**src/rtl/sqrt_sequencer.sv**
```systemverilog
// Control sequencer for the bus-based odd-subtraction square-root datapath.
// It steps the {A,B,C,D} state code read by the controller decoder, counts
// completed loop iterations and flags a runaway loop. All outputs come from
// registers or from a decode of the registered state.
module sqrt_sequencer #(
  parameter int ITER_W   = 8,
  parameter int MAX_ITER = 255
) (
  input  logic              clk,
  input  logic              rst_n,
  input  logic              start,
  input  logic              abort,
  input  logic              ge_flag,
  output logic [3:0]        state_code,
  output logic              busy,
  output logic              done,
  output logic [ITER_W-1:0] iter_cnt,
  output logic              err
);

  typedef enum logic [3:0] {
    IDLE     = 4'h0,
    LOAD_N   = 4'h1,
    INIT_ODD = 4'h2,
    INIT_Q   = 4'h3,
    SUB      = 4'h4,
    CHECK    = 4'h5,
    COMMIT   = 4'h6,
    INC_ODD  = 4'h7,
    INC_Q    = 4'h8,
    DONE     = 4'h9
  } state_t;

  localparam logic [ITER_W:0] MAX_V = (ITER_W+1)'(MAX_ITER);

  // The register holds raw bits so that every one of the 16 codes is
  // representable and the illegal-code recovery path is real logic.
  logic [3:0]      state_q;
  state_t          state_d;
  logic [ITER_W:0] cnt_inc;
  logic            last_iter;

  assign cnt_inc   = {1'b0, iter_cnt} + (ITER_W+1)'(1);
  assign last_iter = (cnt_inc == MAX_V);

  // Next-state decode; abort outranks every transition outside IDLE.
  always_comb begin
    state_d = IDLE;
    if (abort && (state_q != IDLE)) begin
      state_d = IDLE;
    end else begin
      case (state_q)
        IDLE:     state_d = start ? LOAD_N : IDLE;
        LOAD_N:   state_d = INIT_ODD;
        INIT_ODD: state_d = INIT_Q;
        INIT_Q:   state_d = SUB;
        SUB:      state_d = CHECK;
        CHECK:    state_d = ge_flag ? COMMIT : DONE;
        COMMIT:   state_d = INC_ODD;
        INC_ODD:  state_d = INC_Q;
        INC_Q:    state_d = last_iter ? DONE : SUB;
        DONE:     state_d = IDLE;
        default:  state_d = IDLE;
      endcase
    end
  end

  // State register with asynchronous return to IDLE.
  always_ff @(posedge clk or negedge rst_n) begin
    if (!rst_n) begin
      state_q <= 4'h0;
    end else begin
      state_q <= state_d;
    end
  end

  // Iteration counter and sticky runaway flag; both freeze on abort.
  always_ff @(posedge clk or negedge rst_n) begin
    if (!rst_n) begin
      iter_cnt <= '0;
      err      <= 1'b0;
    end else if (!abort) begin
      if (state_q == LOAD_N) begin
        iter_cnt <= '0;
        err      <= 1'b0;
      end else if (state_q == INC_Q) begin
        iter_cnt <= cnt_inc[ITER_W-1:0];
        if (last_iter) begin
          err <= 1'b1;
        end
      end
    end
  end

  assign state_code = state_q;
  assign busy       = (state_q != IDLE);
  assign done       = (state_q == DONE);

endmodule

```
**config.mk**
```make
export PLATFORM = sky130hd
export DESIGN_NAME = sqrt_sequencer
export DESIGN_NICKNAME = d
export VERILOG_FILES = /design/src/rtl/sqrt_sequencer.sv
export SDC_FILE = /design/constraint.sdc
export NUM_CORES = 1
export LEC_CHECK = 0
export ABC_AREA = 0
export BUFFER_PORTS_ARGS = -buffer_cell sky130_fd_sc_hd__buf_2
export CAP_MARGIN = 10
export CORE_MARGIN = 10
export CORE_UTILIZATION = 40
export CTS_CLUSTER_DIAMETER = 150
export DETAILED_ROUTE_END_ITERATION = 8
export PLACE_DENSITY_LB_ADDON = 0.15
export REMOVE_ABC_BUFFERS = 1
export SYNTH_ARGS = -nofsm -noshare
export SYNTH_HDL_FRONTEND = slang
export SYNTH_SLANG_ARGS = --single-unit
```
**constraint.sdc**
```tcl
create_clock -name clk -period 1.95 [get_ports clk]
set_clock_uncertainty 0.2 [all_clocks]
set_input_delay 0.195 -clock clk [delete_from_list [all_inputs] [get_ports clk]]
set_output_delay 0.195 -clock clk [all_outputs]
set_load 0.005 [all_outputs]
```
==> results summary, run 1 <==
Setup repair after global routing could not meet its margin everywhere. The number of global-route vias before repair came out at 749. The antenna cell count is 0. The number of placed instances, taps included came out at 138. The remaining global-route overflow came out at 0. In this run the critical register-to-register path is launched from state_code[1]. In this run the worst path has a maximum fanout of 2.

The count of unresolved DRC violations after routing came out at 0. The area of the die is 4140 µm². The signal on the critical path passes through buf_6 -> or3_4 -> or2_4 -> buf_6. STA classifies the critical path startpoint as a flip-flop.

The count of cells along the worst hold path is 2. In this run the clock root is driven by a clkbuf_4. The overall via count from detail_route is 790. For this run, the number of Yosys warnings is 0. The detailed placer's ending HPWL is 1490 µm. Among all stages on the critical path, the largest delay is contributed by dfrtp_1. The number of register bits inferred by synthesis is 13. The minimum setup slack in the final design came out at 0.0166 ns. Summed over all layers, the routed wires come to 2160 µm. The post-synth design cell area came out at 786 µm².

The net switching power is 402 µW. The startpoint of the lowest-slack hold path is abort. The clock latency reported for the late side of the worst-skew pair came out at 0.29 ns. The required time at the endpoint of the critical path is 1.55 ns. The class of the tightest hold or removal check is in -> reg. The worst hold endpoint is state_code[1]. TritonCTS built the clock tree. The share of power burned in the clock network is 15.4%.

The highest ir drop seen on vdd is 471 µV. The number of nets with antenna violations after routing is 0. Summed over all failing endpoints, the final setup total negative slack is 0 ns. Summing all placed instances gives a cell area of 955 µm². The initial utilization of the core area, before any placement, comes to 43.6%. The sequential power share is 29.8%. Measured along the x axis, the die boundary spans 64.3 µm. The non-filler instance count after layout is 149. The number of distinct standard cells referenced by the synthesized netlist is 32. The worst setup path is captured at an output port. The clock buffer count from CTS is 3. The total leakage power came out at 0.000530 µW. The area of all placed cells without fillers came out at 1080 µm². By count the netlist is led by dfrtp_1, o21ai_0, nand2_1. The setup violation total in the final timing report came out at 0. In this run the number of H-tree levels came out at 1. The detailed-routing iteration count for the pre-antenna-repair pass came out at 4.

The synthesized design spends more area on one cell type than any other, namely dfrtp_1. The worst slew margin relative to its limit is 80.1%. The number of failing hold endpoints at the final stage was 0. At the end of the flow, the number of nets in the layout was 132.

The largest stage delay on the critical path is 0.40 ns. The transition time at the pin with the least slew margin came out at 0.298 ns. The weighted congestion reported at the end of routability-driven placement came out at 0.863. Buffers placed on the I/O ports in this run total 19. The worst register-to-register path has a depth of 5.

The share of final-layout standard cells stronger than drive strength 1 is 40.3%. The internal power contribution came out at 729 µW. The logic gate share of total power came out at 54.8%. The total chip power came out at 1130 µW. The switching power share of the total came out at 35.6%. The fraction of the yosys area taken by sequential cells came out at 41.4%. The buffer depth of the longest clock path is 2. The maximum clock frequency came out at 517 MHz. The mean cell area of the mapped netlist came out at 8.63 µm². The share of synthesized registers carrying an async set or reset came out at 100%.

The number of top-level design ports is 20. The number of cells produced by synthesis is 91. The minimum setup slack among reg-to-reg paths is 0.03 ns. In the synthesized netlist the dominant register cell turns out to be dfrtp_1.

After detailed routing, the average wire length per cell comes to 14.5 µm. Counting flops with a built-in enable in the synthesized netlist gives 0. After the first detailed-routing iteration, the DRC count stood at 29. For the worst setup path, the data arrival time is 1.54 ns. The clock net sink count is 13. The share of synthesized area in the top cell type comes to 41.4%. The most numerous cell on the critical path is buf_6. From bottom edge to top edge, the die measures 64.3 µm.

The core footprint is 1800 µm². The start-to-end type of the worst setup path is reg -> out. The pre-CTS setup slack came out at 0.0262 ns. Subtracting the final worst setup slack from the clock period gives 1.93 ns. The initial antenna violation count came out at 0. The area growth from synthesis to layout came out at 38.1%. After layout, the worst path uses 99.1% of the clock period.

The power density normalized to cell area came out at 1040 nW/µm². The number of violations of the max-capacitance limit came out at 0. The pin count of the biggest net entering global routing came out at 14. The clock transition at the registers of the reported paths came out at 0.08 ns.

The post-detailed-route via-to-cell ratio is 5.30. Yosys attributes the largest share of cell area to dfrtp_1, o21ai_0, a21oi_1, nand2_1, ha_1. The flow ran to the end, and the final reports show no timing, DRC or antenna violations. The standard-cell row count is 15. The worst register-to-register path ends at err. The total global-route track usage is 10.1%.

The layout filler cell count came out at 167. The final number of max-transition violations came out at 0. The most common cell in the netlist is dfrtp_1.

The first-pass GRT wire length came out at 3360 µm.
-- metrics by stage --
step	hold slack, ns	util, %
finish	0.0285	60.2
global route	0.0645	60.2
CTS	0.0245	57.3
detailed placement	-0.103	53.0
global placement	-0.104	53.0
floorplan	-0.301	-
-- state kept, by name, indices dropped and copies added, names as in the netlist --
| name | count |
|---|---|
| iter_cnt | 8 |
| state_code | 4 |
| err | 1 |
-- cell usage in the layout (no fill, tap or decap) --
| cell | count |
|---|---|
| o2bb2ai_1 | 1 |
| ha_1 | 2 |
| o21ai_0 | 10 |
| buf_4 | 14 |
| or2_4 | 2 |
| buf_2 | 18 |
| or3_4 | 1 |
| clkbuf_4 | 3 |
| mux2i_1 | 2 |
| xor2_1 | 1 |
| maj3_2 | 1 |
| xnor2_1 | 2 |
| or4b_4 | 1 |
| nor3_1 | 5 |
| nand4b_1 | 1 |
| nand2b_1 | 2 |
| a21oi_2 | 3 |
| o22ai_1 | 1 |
| dlygate4sd3_1 | 1 |
| or4_4 | 2 |
| a311oi_1 | 1 |
| or4b_2 | 1 |
| o21ai_1 | 1 |
| o31ai_1 | 1 |
| nand3_1 | 2 |
| inv_1 | 6 |
| a31oi_1 | 1 |
| and3_1 | 3 |
| nor2_1 | 2 |
| nand2_1 | 8 |
| o21ai_2 | 1 |
| buf_6 | 3 |
| a21oi_1 | 4 |
| or3_1 | 2 |
| clkbuf_1 | 1 |
| dfrtp_1 | 13 |
| nor4bb_1 | 1 |
-- timing repair --
| action | 4_1_cts | 5_1_grt |
|---|---|---|
| setup endpoints to repair | 2 | 10 |
| hold buffers | 1 | 0 |
| gates resized for setup | 5 | 10 |
| pin swaps | 0 | 3 |
| hold endpoints to repair | 13 | 0 |
| setup buffers | 3 | 3 |
-- area by class of cell --
type	count	area, µm²	share of cell area [%]
Multi-Input combinational cell	65	440	40.6
Sequential cell	13	325	30.0
Timing Repair Buffer	36	239	22.0
Tap cell	25	31.3	2.88
Clock buffer	4	26.3	2.42
Inverter	6	22.5	2.08
-- routing by layer --
metal | vias up | wire length (µm) | GRT usage [%]
li1 | 389 | - | -
met1 | 376 | 929 | 11.1
met2 | 20 | 1050 | 16.3
met3 | 5 | 127 | 3.31
met4 | 0 | 48 | 6.42
met5 | - | 0 | 0
-- cell families (layout without fill, tap and decap cells) --
group / count (synthesis) / count (layout) / share of synthesized area [%]
xor+xnor: 3 / 3 / 3.34
compound gates: 24 / 24 / 16.9
flops: 13 / 13 / 41.4
fa+ha+maj: 3 / 3 / 4.46
buf+inv: 13 / 46 / 7.00
simple gates: 33 / 33 / 24.4
mux: 2 / 2 / 2.55
-- how the worst max path moves through the flow --
| stage | cells after the start | startpoint | end | slack, ns |
|---|---|---|---|---|
| 2_1_floorplan | 4 | state_code[0] | iter_cnt[7] | -0.09 |
| 3_3_place_gp | 4 | state_code[0] | iter_cnt[5] | 0.02 |
| 3_5_place_dp | 4 | state_code[0] | iter_cnt[5] | 0.03 |
| 4_1_cts | 4 | state_code[0] | iter_cnt[5] | 0.007 |
| 5_1_grt | 4 | state_code[0] | busy | -0.03 |
| 6_report | 4 | state_code[0] | busy | 0.02 |
-- power groups by stage --
stage / Sequential, µW / Clock (µW) / Combinational [µW]
after global placement: 337 / 0 / 430
after detailed placement: 338 / 0 / 431
after global routing: 344 / 193 / 673
after CTS: 338 / 179 / 516
after floorplan: 390 / 0 / 192
final: 337 / 175 / 620
-- worst max-delay path: cells and delay by family (launching register included) --
kind | cells | cell delay [ns]
and+or+nand+nor | 2 | 0.62
DFF | 1 | 0.40
buffers and inverters | 2 | 0.23
No activity file was read; power rests on OpenSTA's default activity.
==> run 2: changes to the inputs <==
CORE_MARGIN = 3   (was 10)
clock period = 2.4 ns   (was 1.95 ns; I/O delays follow)
==> run 2 against run 1 <==
  * Worst setup slack improved by 0.22 ns
  * Critical path depth did not move
  * Sequential cell count unchanged
  * Final area is 13% lower
  * First-iteration DRC count down 72%
  * Register-to-register slack better by 0.21 ns
  * Die area fell by 39%
  * Sequential power is 14% lower
  * Clock-buffer cell count stayed put
  * Utilization decreased by 7.6 points
  * Final cell count down 8.7%
  * Critical path type is now reg -> reg
==> results summary, run 2 (synthesized netlist as in run 1, its figures left out) <==
The register with the most flip-flops in the final layout is iter_cnt. In this run the worst path has a maximum fanout of 10. Global routing finished with a remaining overflow of 0. Sequential cells account for 39.7% of the total power. The antenna cell count is 0. The switching power share of the total came out at 36.3%. The number of violations of the max-capacitance limit is 0. The post-route netlist has 25.2% of its cells at a drive strength greater than 1.

The standard-cell row count came out at 15. The first TritonRoute pass finished after 2 iterations. The detailed-route wire length per cell is 12.9 µm. For the final routed database, the setup TNS stands at 0 ns.

The overall via count from detail_route is 723. The clock buffer count from CTS came out at 3. The highest ir drop seen on vdd is 313 µV.

The total global-route track usage came out at 14.6%. The transition time at the pin with the least slew margin came out at 0.359 ns. The required time at the endpoint of the critical path is 2.39 ns.

The tree is rooted in a clkbuf_4. The utilization after layout came out at 52.6%. The first routing iteration left 8 violations. The flow ran to the end, and the final reports show no timing, DRC or antenna violations. The number of failing hold endpoints at the final stage is 0.

The post-CTS setup buffer count came out at 0. The total wire length is 1760 µm. The area of all placed cells without fillers came out at 938 µm². The smallest clock period supported by the final layout is computed as 2.16 ns. The sort of element at the start of the critical path is a flip-flop. After clock tree synthesis, the clock-pin slew on the worst setup and hold paths is 0.09 ns.

The buffer depth of the longest clock path came out at 2. The power density normalized to cell area came out at 776 nW/µm². The non-filler instance count after layout came out at 136. The layout filler cell count came out at 182.

The share of total power dissipated in combinational logic is 41.3%. The area used by sequential logic in the layout is 325 µm². The internal power contribution is 464 µW. The core footprint came out at 1780 µm². The number of nets with antenna violations after routing came out at 0. Once placement finished, the instance area stood at 902 µm².

The clock latency reported for the late side of the worst-skew pair came out at 0.28 ns. Setup repair after global routing left no endpoint under its margin. The flip-flop count of the largest register, all copies and words added came out at 8. TritonCTS built the clock tree. Data arrives at the worst endpoint at 2.15 ns. Based on the critical path, the design can be clocked at up to 462 MHz.

The initial antenna violation count is 0. The start-to-end type of the worst setup path is reg -> reg. The multi-input combinational cells in the finished layout cover a total of 405 µm². Clock tree synthesis found a total of 13 sinks. The detailed placer's ending HPWL is 1270 µm. The number of global-route vias before repair came to 637. The analysis attributes to net switching a power of 264 µW. In this run the tightest slew margin relative to its limit is 76.0%. In this run the number of H-tree levels came out at 1. The most common library cell in the layout ignoring fill and taps is buf_2. The port buffer count is 19. The die is 50.3 µm wide.

The setup violation total in the final timing report is 0. The number of hold buffers added after CTS was 1. From synthesis to final layout, the design area changed by 19.4%. The post-cts resize count came out at 0. The die span in y is 50.3 µm. The final number of max-transition violations is 0. The number of placed instances, taps included is 131. The count of unresolved DRC violations after routing is 0. After detailed routing, the number of vias per cell comes to 5.32. The number of top-level design ports came out at 20. The final worst-path cycle share is 90.1%. The final layout net count is 119. The weighted congestion reported at the end of routability-driven placement came out at 0.822. In this run the worst hold path is classified as in -> reg. The pin count of the biggest net entering global routing is 14.

The effective utilization at floorplan came out at 44.1%. The share of power burned in the clock network came out at 18.9%. The area of the die is 2530 µm². The top cell types in the final layout, fill and taps aside, are buf_2, dfrtp_1, o21ai_0, nand2_1, a21oi_1. STA classifies the critical path endpoint as a flip-flop. The total leakage power came out at 0.000450 µW. The first-pass GRT wire length came out at 2790 µm.
## run 2: cell count changes in the layout (fill, tap and decap cells not counted), moves of 2 or more
cell	before	now
or4_4	2	0
buf_6	3	0
a21oi_1	4	7
a21oi_2	3	0
or4_1	0	2
o21ai_0	10	12
buf_4	14	3
## run 2: area by class of cell
cell class,instances,share of cell area (%)
clock buffers,4,2.80
inverters,6,2.40
multi-input cells,65,43.2
flip-flops and latches,13,34.7
well taps,25,3.33
repair buffers,23,13.6
## run 2: worst paths after layout
| kind | to | from | slack (ns) | cells past startpoint |
|---|---|---|---|---|
| max reg2reg | iter_cnt[7] | state_code[2] | 0.24 | 4 |
| max | iter_cnt[7] | state_code[2] | 0.24 | 4 |
| min | state_code[1] | abort | 0.06 | 2 |
| max in group asynchronous | state_code[3] | rst_n | 1.60 | 2 |
| min reg2reg | iter_cnt[6] | iter_cnt[6] | 0.32 | 1 |
| min in group asynchronous | iter_cnt[4] | rst_n | 0.16 | 2 |
## run 2: worst max-delay path: stages (launching register included)
cell and delay (ns):
dfrtp_1 0.47, or4b_1 0.64, or2_4 0.30, or3_1 0.35, o21ai_0 0.10
## run 2: metal layers
layer  global-route usage [%]  vias up  wire length [µm]
li1                         -      366                 -
met1                     18.5      341               858
met2                     23.3       14               795
met3                     3.56        2                86
met4                     6.73        0                17
met5                        0        -                 0
## run 2: through the flow
stage	worst slack [ns]	power [µW]	hold WS [ns]
final	0.237	729	0.0637
after global routing	0.198	783	0.0816
after CTS	0.233	734	0.0622
after detailed placement	0.267	596	-0.0548
after global placement	0.370	594	-0.0534
after floorplan	0.357	473	-0.256
## run 2: power groups by stage
stage,registers [µW],clock network [µW],logic [µW]
after floorplan,317,0,156
after global placement,292,0,302
after detailed placement,293,0,302
after CTS,289,142,304
after global routing,294,155,334
final,289,138,301
==> run 3: changes to the inputs <==
--- a/config.mk
+++ b/config.mk
@@ -10,3 +10,2 @@
 export CAP_MARGIN = 10
-export CORE_MARGIN = 3
 export CORE_UTILIZATION = 40
==> constraint.sdc (replaced) <==
create_clock -name clk -period 2.4 [get_ports clk]
set_clock_uncertainty 0.2 [all_clocks]
set_input_delay 0.12 -clock clk [delete_from_list [all_inputs] [get_ports clk]]
set_output_delay 0.12 -clock clk [all_outputs]
set_load 0.005 [all_outputs]
==> run 3 against run 2 <==
  * Final cell count up 0.74%
  * Via count is 0.14% lower
  * Power decreased by 0.33%
  * Sequential share of layout area fell by 0.37 points
  * Global-route usage up 3.6 points
  * Non-clock buffer count up 1
  * Critical path depth is the same
  * Worst setup slack improved by 0.088 ns
  * Die area shrank 15%
  * Final area rose by 1.1%
==> results summary, run 3 (synthesized netlist as in run 1, its figures left out) <==
The filler cells instantiated in the layout total 179. The share of final-layout standard cells stronger than drive strength 1 is 25.0%. Leaving out fill and tap cells, the most frequent cell in the layout is buf_2. Along the worst path, the maximum fanout reaches 10. The kind of capture point of the worst setup path is a flip-flop. The setup violation total in the final timing report came out at 0.

The origin of the critical flop-to-flop path is state_code[2]. TritonCTS built the clock tree. The clock latency reported for the late side of the worst-skew pair came out at 0.27 ns. The total global-route track usage came out at 18.2%. The tightest min-delay check is of the in -> reg type. The count of unresolved DRC violations after routing is 0. For this block, the routed nets add up to 1640 µm of wire. The utilization after layout came out at 53.2%. The power density normalized to cell area is 766 nW/µm². Setup repair after global routing left no endpoint under its margin. The largest individual stage delay along the critical path comes from the cell or4b_1.

The start-to-end type of the worst setup path is reg -> reg. The clock net sink count came out at 13. The first-pass GRT wire length is 2700 µm. The effective utilization at floorplan is 44.1%.

The die span in y came out at 46.3 µm. Derived from the worst setup path, the maximum achievable clock frequency is 482 MHz. The capture instance of the worst register-to-register path is iter_cnt[7]. The worst slew margin relative to its limit came out at 78.6%. The critical path ends at iter_cnt[7]. The number of violations of the max-capacitance limit is 0. Clock-pin slew was measured on the worst setup and hold paths at 0.07 ns. The first TritonRoute pass finished after 4 iterations. The core footprint is 1780 µm². In the layout the commonest cells are buf_2, dfrtp_1, o21ai_0, nand2_1, a21oi_1.

The number of nets with antenna violations after routing is 0. STA classifies the critical path startpoint as a flip-flop. In this run the number of H-tree levels came out at 1. The detailed router placed 722 vias in this run. The total chip power came out at 726 µW.

In this run the worst setup path begins at state_code[2]. The remaining global-route overflow came out at 0. For the final routed database, the setup TNS stands at 0 ns. The number of failing hold endpoints at the final stage is 0. The floorplan step defined a die boundary enclosing 2150 µm². The logic depth of the worst setup path including buffers came out at 4. The minimum clock period after layout came out at 2.08 ns. The post-detailed-route via-to-cell ratio is 5.27. The initial detailed-routing violation count came out at 12. The number of cells traversed by the worst register-to-register path came out at 4. The final number of max-transition violations came out at 0.

The worst endpoint data arrival time came out at 2.06 ns. The number of setup buffers added after CTS is 0. The initial antenna violation count came out at 0. The required time at the endpoint of the critical path came out at 2.39 ns.

The final layout contains 120 nets. The detailed-route wire length per cell is 12.0 µm. The buffer depth of the longest clock path is 2. The number of global-route vias before repair is 628.

The weighted congestion reported at the end of routability-driven placement came out at 0.833. The buffer and inverter count on the worst path is 0. The minimum setup slack among reg-to-reg paths came out at 0.32 ns.

Walking the worst path, the cells encountered are or4b_1 -> or2_4 -> or3_1 -> o21ai_0. In this design, the stage delay of the slowest critical-path cell is 0.63 ns. The tree is rooted in a clkbuf_4. The final worst hold slack came out at 0.0214 ns.

The antenna cell count came out at 0. The transition time at the pin with the least slew margin is 0.319 ns. In this run the static leakage power is 0.000455 µW. The flow ran to the end, and the final reports show no timing, DRC or antenna violations. The area growth from synthesis to layout came out at 20.7%. Entering global routing, the biggest net connects 14 pins.

The clock buffer count from CTS came out at 3. The port buffer count is 19. The flip-flop count of the largest register, all copies and words added is 8. The final worst-path cycle share came out at 86.5%. Detailed placement finished with a half-perimeter wire length of 1210 µm. More flip-flops sit in one register than any other, and that register is iter_cnt. The standard-cell row count came out at 15. Across the VDD grid, the largest voltage drop is 356 µV. In this design, the largest share of critical-path delay is due to simple AND/OR/NAND/NOR gates. In this run the horizontal extent of the chip is 46.3 µm. The number of top-level design ports is 20.
==> run 3: worst min path at each step <==
| stage | startpoint | to | cells past startpoint |
|---|---|---|---|
| 6_report | ge_flag | state_code[3] | 4 |
| 5_1_grt | ge_flag | state_code[3] | 4 |
| 4_1_cts | ge_flag | state_code[3] | 4 |
| 3_5_place_dp | rst_n | iter_cnt[4] | 1 |
| 3_3_place_gp | rst_n | iter_cnt[6] | 1 |
| 2_1_floorplan | rst_n | err | 0 |
==> run 3: cell type report <==
| cell class | instances | area [µm²] | area share, % |
|---|---|---|---|
| Clock buffer | 4 | 26.3 | 2.77 |
| Inverter | 6 | 22.5 | 2.37 |
| Multi-Input combinational cell | 65 | 405 | 42.7 |
| Sequential cell | 13 | 325 | 34.3 |
| Tap cell | 25 | 31.3 | 3.30 |
| Timing Repair Buffer | 24 | 138 | 14.5 |
==> run 3: metal layers <==
| layer | up-vias | track usage (%) | wire (µm) | part of all wire (%) |
|---|---|---|---|---|
| met4 | 0 | 7.06 | 12 | 0.73 |
| met1 | 330 | 23.9 | 805 | 49 |
| met3 | 2 | 5.88 | 71 | 4.3 |
| met5 | - | 0 | 0 | 0 |
| met2 | 18 | 27.5 | 751 | 46 |
| li1 | 372 | - | - | - |
==> run 3: power breakdown <==
| part | switching [µW] | total (µW) | internal, µW | leakage [µW] |
|---|---|---|---|---|
| logic | 153 | 303 | 150 | 0.000261 |
| clock network | 69.6 | 134 | 64.3 | 0.0000150 |
| registers | 38.5 | 290 | 251 | 0.000179 |
| total | 261 | 726 | 465 | 0.000455 |
==> run 3: metrics by stage <==
| stage | cells | setup slack (ns) | cell area [µm²] |
|---|---|---|---|
| 6_report | 137 | 0.325 | 948 |
| 2_1_floorplan | 84 | 0.357 | 753 |
| 4_1_cts | 137 | 0.324 | 948 |
| 3_3_place_gp | 131 | 0.364 | 902 |
| 3_5_place_dp | 131 | 0.337 | 902 |
| 5_1_grt | 137 | 0.221 | 948 |
==> run 3: tightest hold or removal path: cells and delay by family <==
kind | cells | cell delay [ns]
simple gates | 2 | 0.16
buf+inv | 1 | 0.10
compound gates | 1 | 0.06
==> run 3: timing repair <==
item                      4_1_cts  5_1_grt
resized for setup               0        0
hold endpoints to repair       14        0
hold buffers                    2        0
